$ cat src/rtl/param_sequence_detector.sv
// Runtime-programmable serial pattern detector with valid-qualified input,
// registered one-cycle match pulse and a saturating match counter.
module param_sequence_detector #(
  parameter int unsigned MAX_LEN = 8,
  parameter int unsigned CNT_W   = 16
) (
  input  logic                               clock,
  input  logic                               reset,
  input  logic                               cfg_load,
  input  logic [MAX_LEN-1:0]                 cfg_pattern,
  input  logic [$clog2(MAX_LEN+1)-1:0]       cfg_len,
  input  logic                               cfg_overlap,
  output logic                               cfg_err,
  input  logic                               in_valid,
  input  logic                               sequence_in,
  input  logic                               clear_count,
  output logic                               detector_out,
  output logic [CNT_W-1:0]                   match_count,
  output logic                               count_sat
);

  localparam int unsigned LEN_W = $clog2(MAX_LEN + 1);
  localparam logic [MAX_LEN-1:0] DEF_PAT = MAX_LEN'(4'b1011);
  localparam logic [LEN_W-1:0]   DEF_LEN = LEN_W'(4);
  localparam logic [LEN_W-1:0]   MAX_FILL = LEN_W'(MAX_LEN);
  localparam logic [CNT_W-1:0]   CNT_MAX = {CNT_W{1'b1}};

  logic [MAX_LEN-1:0] pat_q, pat_d;
  logic [LEN_W-1:0]   len_q, len_d;
  logic               ovl_q, ovl_d;
  logic [MAX_LEN-1:0] hist_q, hist_d;
  logic [LEN_W-1:0]   fill_q, fill_d;
  logic               det_q, det_d;
  logic               err_q, err_d;
  logic [CNT_W-1:0]   cnt_q, cnt_d;
  logic               sat_q, sat_d;

  logic               cfg_ok;
  logic               accept;
  logic [MAX_LEN-1:0] hist_shift;
  logic [LEN_W:0]     fill_inc;
  logic               pat_eq;
  logic               match;

  // Config acceptance, bit acceptance and match evaluation on the shifted history
  always_comb begin
    cfg_ok     = cfg_load && (cfg_len != '0) && (cfg_len <= MAX_FILL);
    accept     = in_valid && !cfg_ok;
    hist_shift = {hist_q[MAX_LEN-2:0], sequence_in};
    fill_inc   = {1'b0, fill_q} + (LEN_W+1)'(1);
    pat_eq     = 1'b1;
    for (int unsigned i = 0; i < MAX_LEN; i++) begin
      if ((LEN_W+1)'(i) < {1'b0, len_q} && hist_shift[i] != pat_q[i]) begin
        pat_eq = 1'b0;
      end
    end
    match = accept && (fill_inc >= {1'b0, len_q}) && pat_eq;
  end

  // Next-state for config, history/fill, pulses and counter
  always_comb begin
    pat_d  = pat_q;
    len_d  = len_q;
    ovl_d  = ovl_q;
    hist_d = hist_q;
    fill_d = fill_q;
    det_d  = match;
    err_d  = cfg_load && !cfg_ok;
    cnt_d  = cnt_q;
    sat_d  = sat_q;

    if (cfg_ok) begin
      pat_d  = cfg_pattern;
      len_d  = cfg_len;
      ovl_d  = cfg_overlap;
      hist_d = '0;
      fill_d = '0;
    end else if (accept) begin
      hist_d = hist_shift;
      if (match && !ovl_q) begin
        fill_d = '0;
      end else if (fill_q != MAX_FILL) begin
        fill_d = fill_inc[LEN_W-1:0];
      end
    end

    if (clear_count) begin
      cnt_d = match ? CNT_W'(1) : '0;
      sat_d = 1'b0;
    end else if (match && cnt_q != CNT_MAX) begin
      cnt_d = cnt_q + CNT_W'(1);
      if (cnt_d == CNT_MAX) begin
        sat_d = 1'b1;
      end
    end
  end

  // State registers with default config on reset
  always_ff @(posedge clock or negedge reset) begin
    if (!reset) begin
      pat_q  <= DEF_PAT;
      len_q  <= DEF_LEN;
      ovl_q  <= 1'b1;
      hist_q <= '0;
      fill_q <= '0;
      det_q  <= 1'b0;
      err_q  <= 1'b0;
      cnt_q  <= '0;
      sat_q  <= 1'b0;
    end else begin
      pat_q  <= pat_d;
      len_q  <= len_d;
      ovl_q  <= ovl_d;
      hist_q <= hist_d;
      fill_q <= fill_d;
      det_q  <= det_d;
      err_q  <= err_d;
      cnt_q  <= cnt_d;
      sat_q  <= sat_d;
    end
  end

  assign detector_out = det_q;
  assign cfg_err      = err_q;
  assign match_count  = cnt_q;
  assign count_sat    = sat_q;

endmodule

$ cat config.mk
export PLATFORM = sky130hd
export DESIGN_NAME = param_sequence_detector
export DESIGN_NICKNAME = d
export VERILOG_FILES = /design/src/rtl/param_sequence_detector.sv
export SDC_FILE = /design/constraint.sdc
export NUM_CORES = 1
export LEC_CHECK = 0
export CAP_MARGIN = 40
export CORE_UTILIZATION = 35
export DETAILED_ROUTE_END_ITERATION = 8
export DONT_BUFFER_PORTS = 1
export SLEW_MARGIN = 30
export SYNTH_ARGS = -nofsm -noshare
export SYNTH_HDL_FRONTEND = slang
export SYNTH_SLANG_ARGS = --single-unit
$ cat constraint.sdc
create_clock -name clock -period 6.4 [get_ports clock]
set_input_delay 0.96 -clock clock [delete_from_list [all_inputs] [get_ports clock]]
set_output_delay 0.96 -clock clock [all_outputs]
set_load 0.02 [all_outputs]
## Word-level counts from Yosys, hierarchy flattened

Index checks and enable logic that the tools add are counted.

| operators by class | value |
|---|---|
| add/sub/neg operators | 2 |
| $mul | 0 |
| divide/modulo/power cells | 0 |
| magnitude comparators | 10 |
| eq/ne operators | 11 |
| shifts and indexed selects | 0 |
| mux-type cells | 20 |
| bitwise logic cells | 0 |
| reductions and logical operators | 25 |

Operators by type and width:

| cell | count |
|---|---|
| 16-bit 2-to-1 mux | 2 |
| 16-bit by 1-bit adder with 16-bit output (second input constant) | 1 |
| 16-bit == test (second input constant) | 1 |
| 1-bit logical AND | 16 |
| 3-bit by 4-bit less-than comparator with 1-bit output (first input constant) | 4 |
| 4-bit 2-to-1 mux | 4 |
| 16-bit inequality test (second input constant) | 1 |
| 7-bit 2-to-1 mux | 2 |
| 1-bit 2-to-1 mux | 12 |
| 1-bit by 4-bit less-than comparator with 1-bit output (first input constant) | 2 |
| 2-bit by 4-bit less-than comparator with 1-bit output (first input constant) | 2 |
| 1-bit inequality test | 8 |
| 2-bit nonzero test | 3 |
| 4-bit by 1-bit adder with 5-bit output (second input constant) | 1 |
| 5-bit by 4-bit greater-or-equal comparator with 1-bit output | 1 |
| 4-bit less-or-equal comparator (second input constant) | 1 |
| 4-bit inequality test (second input constant) | 1 |
| 2-bit AND reduction | 2 |
| 4-bit nonzero test | 1 |
| 3-bit nonzero test | 1 |
| 1-bit logical NOT | 2 |

| word-level totals | value |
|---|---|
| register bits | 43 |
| latch bits | 0 |
| bits in writable memories | 0 |
| bits in read-only memories | 0 |
| input bits | 19 |
| memories kept | 0 |

## Depth between registers and ports, before layout

Gate-level depths: netlist of the first run.

| depth | value |
|---|---|
| word-level depth | 15 |
| gate-level depth with buffers | 11 |
| depth with buffers taken out | 9 |

## Worst setup path after synthesis of the first run

No wires, ideal clock.

| timing path | value |
|---|---|
| path kind | input port to flip-flop |
| start | input cfg_len[1] |
| end | register cnt_q[9], in the netlist match_count[9] |
| library setup time | 125 ps |
| arrival | 2521 ps |
| required time | 6275 ps |
| path slack | 3755 ps |
| stages | 6 |
| cell sequence | or4_4 -> nand3_2 -> nand4_2 -> buf_6 -> nor4_1 -> mux2_2 |

| between the ends | value |
|---|---|
| longest elaborated chain between the ends | 9 |
| elaborated cells on any way between the ends | 10 |
| those cells by class | 1 x order compare; 9 x reduce/logical |

RTL lines:

| item | line | source |
|---|---|---|
| from (decl) | 11 | `input logic [$clog2(MAX_LEN+1)-1:0] cfg_len,` |
| branches (longest 2 deep; another with 4-bit less-or-equal comparator) | - |  |
| 1-bit logical AND * | 47 | `cfg_ok = cfg_load && (cfg_len != '0) && (cfg_len <= MAX_FILL);` |
| 1-bit logical NOT * | 48 | `accept = in_valid && !cfg_ok;` |
| 1-bit logical AND * | 48 |  |
| 1-bit logical AND * (2 in a row) | 57 | `match = accept && (fill_inc >= {1'b0, len_q}) && pat_eq;` |
| 1-bit logical AND * | 90 | `end else if (match && cnt_q != CNT_MAX) begin` |
| 2-bit nonzero test (no line) * | - |  |
| to (signal assigned) | 118 | `cnt_q <= cnt_d;` |
| to (decl) | 35 | `logic [CNT_W-1:0] cnt_q, cnt_d;` |

Every way passes the cells marked *.
A chain may end at the register's enable or synchronous reset.

## Worst setup path in the final report of the first run

Ends and elaborated chain as after synthesis.

==> run metrics, run 1 <==
vias ~2,100; FILL cells 771; First DRT Iteration DRCs 130; ys async rst share 100%; Min Hold Slack ~340 ps; top_reg_cell synth dfrtp_1; top post-synthesis cells by area dfrtp_1 37%, nand2_1 6.7%, dfstp_2 5.1%; Final ANT Viol Nets 0; unique cell type count in the Yosys netlist 46; wire length per cell around 15 um; H-tree depth 2; Fmax 0.342 GHz; Required @ worst endpoint between 6000 and 7000 ps; area leader, netlist dfrtp_1; Hold Crit Class in -> async; Port Buffers 0; mapped cell area roughly 2600 um2; routability cong. 0.869; FP Rows 31; die area 7760 um2; number of synthesized flops with an enable pin 0; post-DP HPWL ~4000 um; post-CTS sizing 0; Placed Instance Area ~2600 um2; setup TNS 0 ps; Syn Inst Count slightly below 300; vias in the first global route 1,969; Max FO, Critical Path 25; Max transition margin 54.4%; startpoint types primary input; final setup vio count 0; CTS tree built; first-pass GRT wire length roughly 9500 um; FF+latch count, synth 43; Root Driver clkbuf_8; max-slew violations 0; Leak Pwr 1.12 nW; Nets 312; initial antenna violation count 0; total CTS buffers 5; PD cells roughly 250 nW/um2; worst clock skew ~15 ps; io pins 38; worst vdd ir ~0.12 mV; clock sink count 43; MaxCap Viol Count 0; gr usage total 15.8%; TritonRoute pass-1 iters 4; mux share of post-synthesis cell area under 10%; number of diodes 0; detailed-route DRC error count 0; largest net degree at the start of global routing 44; Post-Route WL 5750 um; final count of hold timing violations 0; Post-Synth XOR/XNOR Area between 4 and 5%; Area growth syn-to-layout 6.13%; adder-cell share of the synthesized area between 3 and 4%; largest family of logic cells by synthesized area simple AND/OR/NAND/NOR gates; setup bufs post-CTS 0; Placed Cells incl. Taps 376; sequential-to-total area share from yosys stat a little over two fifths; CP startpoint cfg_len[1]; share of layout cells above drive strength 1 8.39%; Synth Area in Simple Gates 27.0%; height of the die ~88 um; Clock Latency Late Sink 300 ps; grt ovf 0; die width 88.1 um; Clock transition at path regs approximately 100 ps; Clock Path Buffers 2; complex-gate fraction of the synthesized area around an eighth; Hold Buf Count CTS 0; syn_area_per_cell about 8.9 um2; core area between 7000 and 8000 um2; Reg2Reg Launch Point match_count[1]$_DFFE_PN0P_; top cell types by occurrence after synthesis 46 x nand2_1, 38 x dfrtp_1, 22 x nor2_1, 13 x a21oi_1, 13 x inv_1; Final min period about 2900 ps; final non-filler cell area 2750 um2; Final Non-Filler Cells about 390; count leader, synth nand2_1; Post-Syn Nets between 300 and 400; CP Capture Type flop; Final Cycle Share between 40% and 50%; Synth top area share 36.7%; status finished clean; number of vias per cell between 5 and 6; Ys Warns 0; Starting Density a little over a third; RSZ-0062 raised after global routing false; Tightest Pin Transition about 680 ps; Setup Crit Path Kind in -> reg; CP arrival a little over 3000 ps
==> metrics by stage <==
step | worst slack (ps) | power (mW) | util (%)
after CTS | 3450 | 0.695 | 38.0
after detailed placement | 3130 | 0.506 | 36.7
final | 3470 | 0.686 | 38.1
after floorplan | 3750 | 0.479 | -
after global placement | 3240 | 0.501 | 36.7
after global routing | 3260 | 0.737 | 38.1
==> per-layer routing <==
metal / wire length, um / track usage (%) / vias to the layer above
met5: 0 / 0 / -
met4: 17 / 3.81 / 0
met3: 306 / 4.15 / 2
met2: 2750 / 26.1 / 50
met1: 2670 / 20.6 / 1036
li1: - / - / 1030
==> worst paths after layout <==
path                                               endpoint  slack [ps]  depth (start not counted)
worst max-delay path             match_count[9]$_DFFE_PN0P_        3470                          5
worst min-delay path             match_count[5]$_DFFE_PN0P_         340                          0
worst max register to register  match_count[10]$_DFFE_PN0P_        3540                          7
worst min register to register            ovl_q$_DFFE_PN1P_         470                          2
max in group asynchronous                 ovl_q$_DFFE_PN1P_        5870                          0
min in group clock                        ovl_q$_DFFE_PN1P_         470                          2
==> sequential cells by signal (all words and copies together), names as in the netlist <==
name / count
ovl_q: 1
match_count: 16
len_q: 4
pat_q: 8
count_sat: 1
fill_q: 4
cfg_err: 1
hist_q: 7
detector_out: 1
==> cell families after synthesis <==
kind of cell / Yosys count
flops: 43
compound gates: 50
mux: 14
simple gates: 136
xor+xnor: 13
fa+ha+maj: 8
buf+inv: 28
==> report_power, final <==
part	internal (mW)	leakage, nW	switching (mW)	total (mW)
Clock	0.0804	0.0491	0.106	0.186
Combinational	0.0657	0.513	0.0943	0.160
Sequential	0.304	0.561	0.0352	0.339
Total	0.450	1.12	0.235	0.686
==> layout make-up <==
type | count | area (um2) | share of cell area (%)
Inverter | 13 | 48.8 | 1.77
Sequential cell | 43 | 1080 | 39.3
Tap cell | 99 | 124 | 4.50
Clock buffer | 5 | 68.8 | 2.50
Timing Repair Buffer | 1 | 11.3 | 0.409
Multi-Input combinational cell | 221 | 1390 | 50.5
Clock inverter | 3 | 26.3 | 0.955
==> critical path, stage by stage <==
cell     delay, ps
or4_4          520
nand3_2        230
nand4_2        510
nor4_1         490
mux2_2         380
==> placed cells by master (no fill, tap or decap), types with 7 or more instances in the layout <==
master / Yosys / routed
nand2_1: 46 / 46
dfrtp_1: 38 / 38
nor2_1: 22 / 22
inv_1: 13 / 13
a21oi_1: 13 / 13
o21ai_0: 12 / 12
xnor2_1: 11 / 11
nor3_1: 10 / 10
mux2i_1: 9 / 9
nand3_1: 8 / 8
or4_1: 8 / 8
ha_1: 8 / 8
o31ai_1: 7 / 7
nand4_1: 7 / 7
Note: power is estimated with default switching activity, not from simulation.
==> run 2, diff against run 1 <==
- clock period: 6.4 -> 2.87 ns (I/O delays scaled with it)
==> run 2 against run 1 <==
Total power rose by 140%. Via count up 2.8%. Clock-buffer cell count grew 1. Critical path type is now reg -> reg. Critical endpoint is now match_count[12]$_DFFE_PN0P_. Highest routed layer unchanged.
==> run metrics, run 2 (synthesis results as in run 1) <==
multi-input logic area about 1400 um2; Final Non-Filler Cells between 300 and 400; Comb power frac 24.9%; Sw Pwr around 0.53 mW; DP Worst Slack 151 ps; part of the power in registers between 40% and 50%; sw frac 31.9%; final non-filler cell area 2910 um2; first-pass GRT wire length just over 10,000 um; Final min period around 2600 ps; Hold Crit Class in -> reg; detailed-route DRC error count 0; final count of hold timing violations 0; cell breakdown of the critical path inv_1 -> ha_1 -> ha_1 -> a211oi_1 -> o21ai_0 -> nand4_4 -> or4_1 -> o211a_1; H-tree depth 2; setup TNS 0 ps; number of diodes 0; Clock Path Buffers 2; total internal power ~1.1 mW; final setup vio count 0; TritonRoute pass-1 iters 4; Starting Density 35.9%; most frequent CP cell ha_1; die width 88.1 um; number of vias per cell 5.47; CP Capture Type flop; die area approximately 7800 um2; Final Cycle Share 90.5%; largest net degree at the start of global routing 44; Placed Instance Area roughly 2700 um2; First DRT Iteration DRCs 96; MaxCap Viol Count 0; PD cells between 500 and 600 nW/um2; FP Rows 31; Leak Pwr approximately 1.2 nW; vias approximately 2,200; clock sink count between 40 and 50; clock network power share 29.7%; Port Buffers 0; Max transition margin between 50 and 60%; Clock Latency Late Sink roughly 300 ps; CTS tree built; Max FO, Critical Path 22; Setup Crit Path Kind reg -> reg; Final Worst Setup Slack ~270 ps; setup bufs post-CTS 0; grt ovf 0; Clock transition at path regs approximately 90 ps; max-slew violations 0; Tightest Pin Transition ~640 ps; CP max stage cell or4_1; Post-Route WL about 6000 um; height of the die approximately 90 um; Root Driver clkbuf_8; Area growth syn-to-layout 12.2%; Nets 325; share of layout cells above drive strength 1 12.4%; leading cell type in the layout, fill and taps excluded nand2_1; CP Buf/Inv Count 1; initial antenna violation count 0; Reg area about 1100 um2; routability cong. 0.821; vias in the first global route around 2,100; status finished clean; Placed Cells incl. Taps 387; family with the most delay on the worst path simple AND/OR/NAND/NOR gates; gr usage total 16.7%; post-DP HPWL between 4000 and 5000 um; Required @ worst endpoint a little over 3000 ps; io pins 38; Fmax about 0.39 GHz; max reg flops 16; core area a little over 7000 um2; Final ANT Viol Nets 0; RSZ-0062 raised after global routing false; startpoint types flop; Min Hold Slack about 190 ps; CP arrival around 2800 ps; worst clock skew around 8.4 ps; FILL cells 765; worst vdd ir roughly 0.32 mV; most frequent cells in the layout 46 x nand2_1, 38 x dfrtp_1, 22 x nor2_1; total CTS buffers 5; CP max stage delay 590 ps; wire length per cell approximately 15 um
## run 2: cell type report
type	count	area share [%]
inverters	13	1.68
multi-input cells	221	48.3
well taps	99	4.26
flip-flops and latches	43	37.2
clock inverters	2	1.20
clock buffers	6	2.84
repair buffers	14	4.52
## run 2: routing by layer
layer | wire length, um | GRT usage (%) | vias up
li1 | - | - | 1053
met1 | 2830 | 21.0 | 1060
met2 | 2920 | 29.2 | 60
met3 | 310 | 3.68 | 5
met4 | 35 | 4.11 | 0
met5 | 0 | 0 | -
## run 2: metrics by stage
stage | utilization [%] | total power [mW]
after floorplan | - | 1.07
after global placement | 37.8 | 1.14
after detailed placement | 37.8 | 1.15
after CTS | 40.0 | 1.67
after global routing | 40.3 | 1.77
final | 40.3 | 1.66
## run 2: timing repair
item	in CTS	in global routing
endpoints found under the setup margin	0	6
endpoints found under the hold margin	43	0
hold buffers	2	0
gates resized for setup	0	2
## run 2: power by group through the flow
stage	Clock [mW]	Combinational (mW)	Sequential [mW]
after floorplan	0	0.319	0.750
after global placement	0	0.372	0.765
after detailed placement	0	0.385	0.767
after CTS	0.509	0.405	0.756
after global routing	0.526	0.474	0.768
final	0.493	0.414	0.756
## run 2: final timing paths
path,from,to,slack [ps],depth (start not counted)
max,fill_q[0]$_DFFE_PN0P_,match_count[12]$_DFFE_PN0P_,270,8
min reg2reg,ovl_q$_DFFE_PN1P_,ovl_q$_DFFE_PN1P_,460,2
min,clear_count,match_count[2]$_DFFE_PN0P_,190,1
max reg2reg,fill_q[0]$_DFFE_PN0P_,match_count[12]$_DFFE_PN0P_,270,8
max in group asynchronous,reset,pat_q[3]$_DFFE_PN1P_,1950,2
min in group asynchronous,reset,match_count[0]$_DFFE_PN0P_,640,2
==> run 3, diff against run 2 <==
- clock period: 2.87 -> 2.9 ns (I/O delays scaled with it)
==> run 3 against run 2 <==
Via count is 2.4% lower. Wire length is 0.56% higher. Clock power is 1% lower. Total power is 1.1% lower. Clock skew is 1.4 ps lower. Worst hold slack better by 6.6 ps. Critical path depth is 1 lower. Combinational power is 1% lower. Highest routed layer unchanged.
==> run metrics, run 3 (synthesis results as in run 1) <==
status finished clean; detailed-route DRC error count 0; setup TNS 0 ps; part of the power in registers a little under half; leading cell type in the layout, fill and taps excluded nand2_1; vias in the first global route ~2,200; final non-filler cell area about 2900 um2; Final ANT Viol Nets 0; Sw Pwr between 0.5 and 0.6 mW; initial antenna violation count 0; Required @ worst endpoint roughly 3100 ps; worst vdd ir 0.249 mV; sw frac a little under a third; Min Hold Slack just under 200 ps; Clock Latency Late Sink around 290 ps; setup bufs post-CTS 0; First DRT Iteration DRCs 84; Placed Instance Area between 2000 and 3000 um2; final setup vio count 0; H-tree depth 2; number of diodes 0; max reg flops 16; Nets ~320; die area around 7800 um2; Area growth syn-to-layout 11.1%; first-pass GRT wire length 10,100 um; worst clock skew about 7.0 ps; Comb power frac between 20% and 30%; share of layout cells above drive strength 1 between 10% and 20%; Fmax between 0.3 and 0.4 GHz; post-DP HPWL 4410 um; Placed Cells incl. Taps slightly below 400; io pins 38; FP Rows 31; die width between 80 and 90 um; Clock Path Buffers 2; Setup Crit Path Kind reg -> reg; Tightest Pin Transition 686 ps; TritonRoute pass-1 iters 4; core area between 7000 and 8000 um2; total internal power ~1.1 mW; largest net degree at the start of global routing 44; PD cells around 570 nW/um2; Final min period 2640 ps; Clock transition at path regs around 80 ps; Final Cycle Share 91.0%; MaxCap Viol Count 0; gr usage total roughly 17%; Port Buffers 0; total CTS buffers 5; wire length per cell approximately 15 um; vias approximately 2,100; height of the die 88.1 um; grt ovf 0; Max transition margin 54.3%; routability cong. 0.852; CP arrival ~2800 ps; CTS tree built; clock sink count 43; startpoint types flop; RSZ-0062 raised after global routing false; Post-Route WL roughly 6100 um; Root Driver clkbuf_8; clock network power share between 20 and 30%; max-slew violations 0; Leak Pwr between 1 and 1.5 nW; Hold Crit Class in -> reg; Max FO, Critical Path 19; most frequent cells in the layout 46 x nand2_1, 38 x dfrtp_1, 22 x nor2_1; Final Non-Filler Cells between 300 and 400; number of vias per cell roughly 5.4; Starting Density between 30% and 40%; CP Capture Type flop; final count of hold timing violations 0
-- run 3: cell types whose count changed in the layout (fill, tap and decap cells not counted) --
cell / previous run / this run
nand4_2: 0 / 1
nand4_4: 1 / 0
buf_4: 11 / 9
nor4_2: 1 / 0
nor4_1: 3 / 4
-- run 3: per-layer routing --
layer	global-route usage [%]	part of all wire (%)	up-vias
met5	0	0	-
met4	4.99	1.0	0
met3	4.24	4.8	6
met2	28.9	48	38
met1	20.6	46	1030
li1	-	-	1052
-- run 3: stage by stage --
step,setup slack [ps],util [%],power (mW)
finish,261,39.9,1.64
global placement,384,37.6,1.12
CTS,316,39.9,1.65
detailed placement,329,37.8,1.14
global route,81.3,39.9,1.74
floorplan,597,-,1.06
-- run 3: final timing paths --
kind,cells past startpoint,to,slack [ps],startpoint
setup / recovery,7,match_count[3]$_DFFE_PN0P_,260,match_count[0]$_DFFE_PN0P_
hold / removal,1,match_count[8]$_DFFE_PN0P_,200,clear_count
min in group asynchronous,2,fill_q[0]$_DFFE_PN0P_,650,reset
hold reg to reg,2,ovl_q$_DFFE_PN1P_,470,ovl_q$_DFFE_PN1P_
setup reg to reg,7,match_count[3]$_DFFE_PN0P_,260,match_count[0]$_DFFE_PN0P_
max in group asynchronous,2,ovl_q$_DFFE_PN1P_,1990,reset
-- run 3: what timing repair did --
item / CTS / global route
gates resized for setup: 0 / 0
hold endpoints to repair: 43 / 0
hold buffers: 2 / 0
-- run 3: worst max-delay path, cell delays in order (launching register included) --
cell      delay [ps]
dfrtp_1          540
ha_1             250
nand4_1          220
nor3_1           340
nand3_1          190
nand2b_1         550
nor3_1           140
mux2_2           310
-- run 3: area by class of cell --
class | instances | area [um2]
fill | 743 | 4340
multi-input combinational | 221 | 1390
sequential | 43 | 1080
tap | 99 | 124
timing repair buffer | 12 | 116
clock buffer | 6 | 82.6
inverter | 13 | 48.8
clock inverter | 2 | 35.0
-- run 3: power groups by stage --
| stage | sequential [mW] | combinational, mW | clock [mW] |
|---|---|---|---|
| after floorplan | 0.742 | 0.316 | 0 |
| after global placement | 0.755 | 0.367 | 0 |
| after detailed placement | 0.758 | 0.386 | 0 |
| after CTS | 0.747 | 0.408 | 0.499 |
| after global routing | 0.757 | 0.463 | 0.524 |
| final | 0.748 | 0.409 | 0.487 |
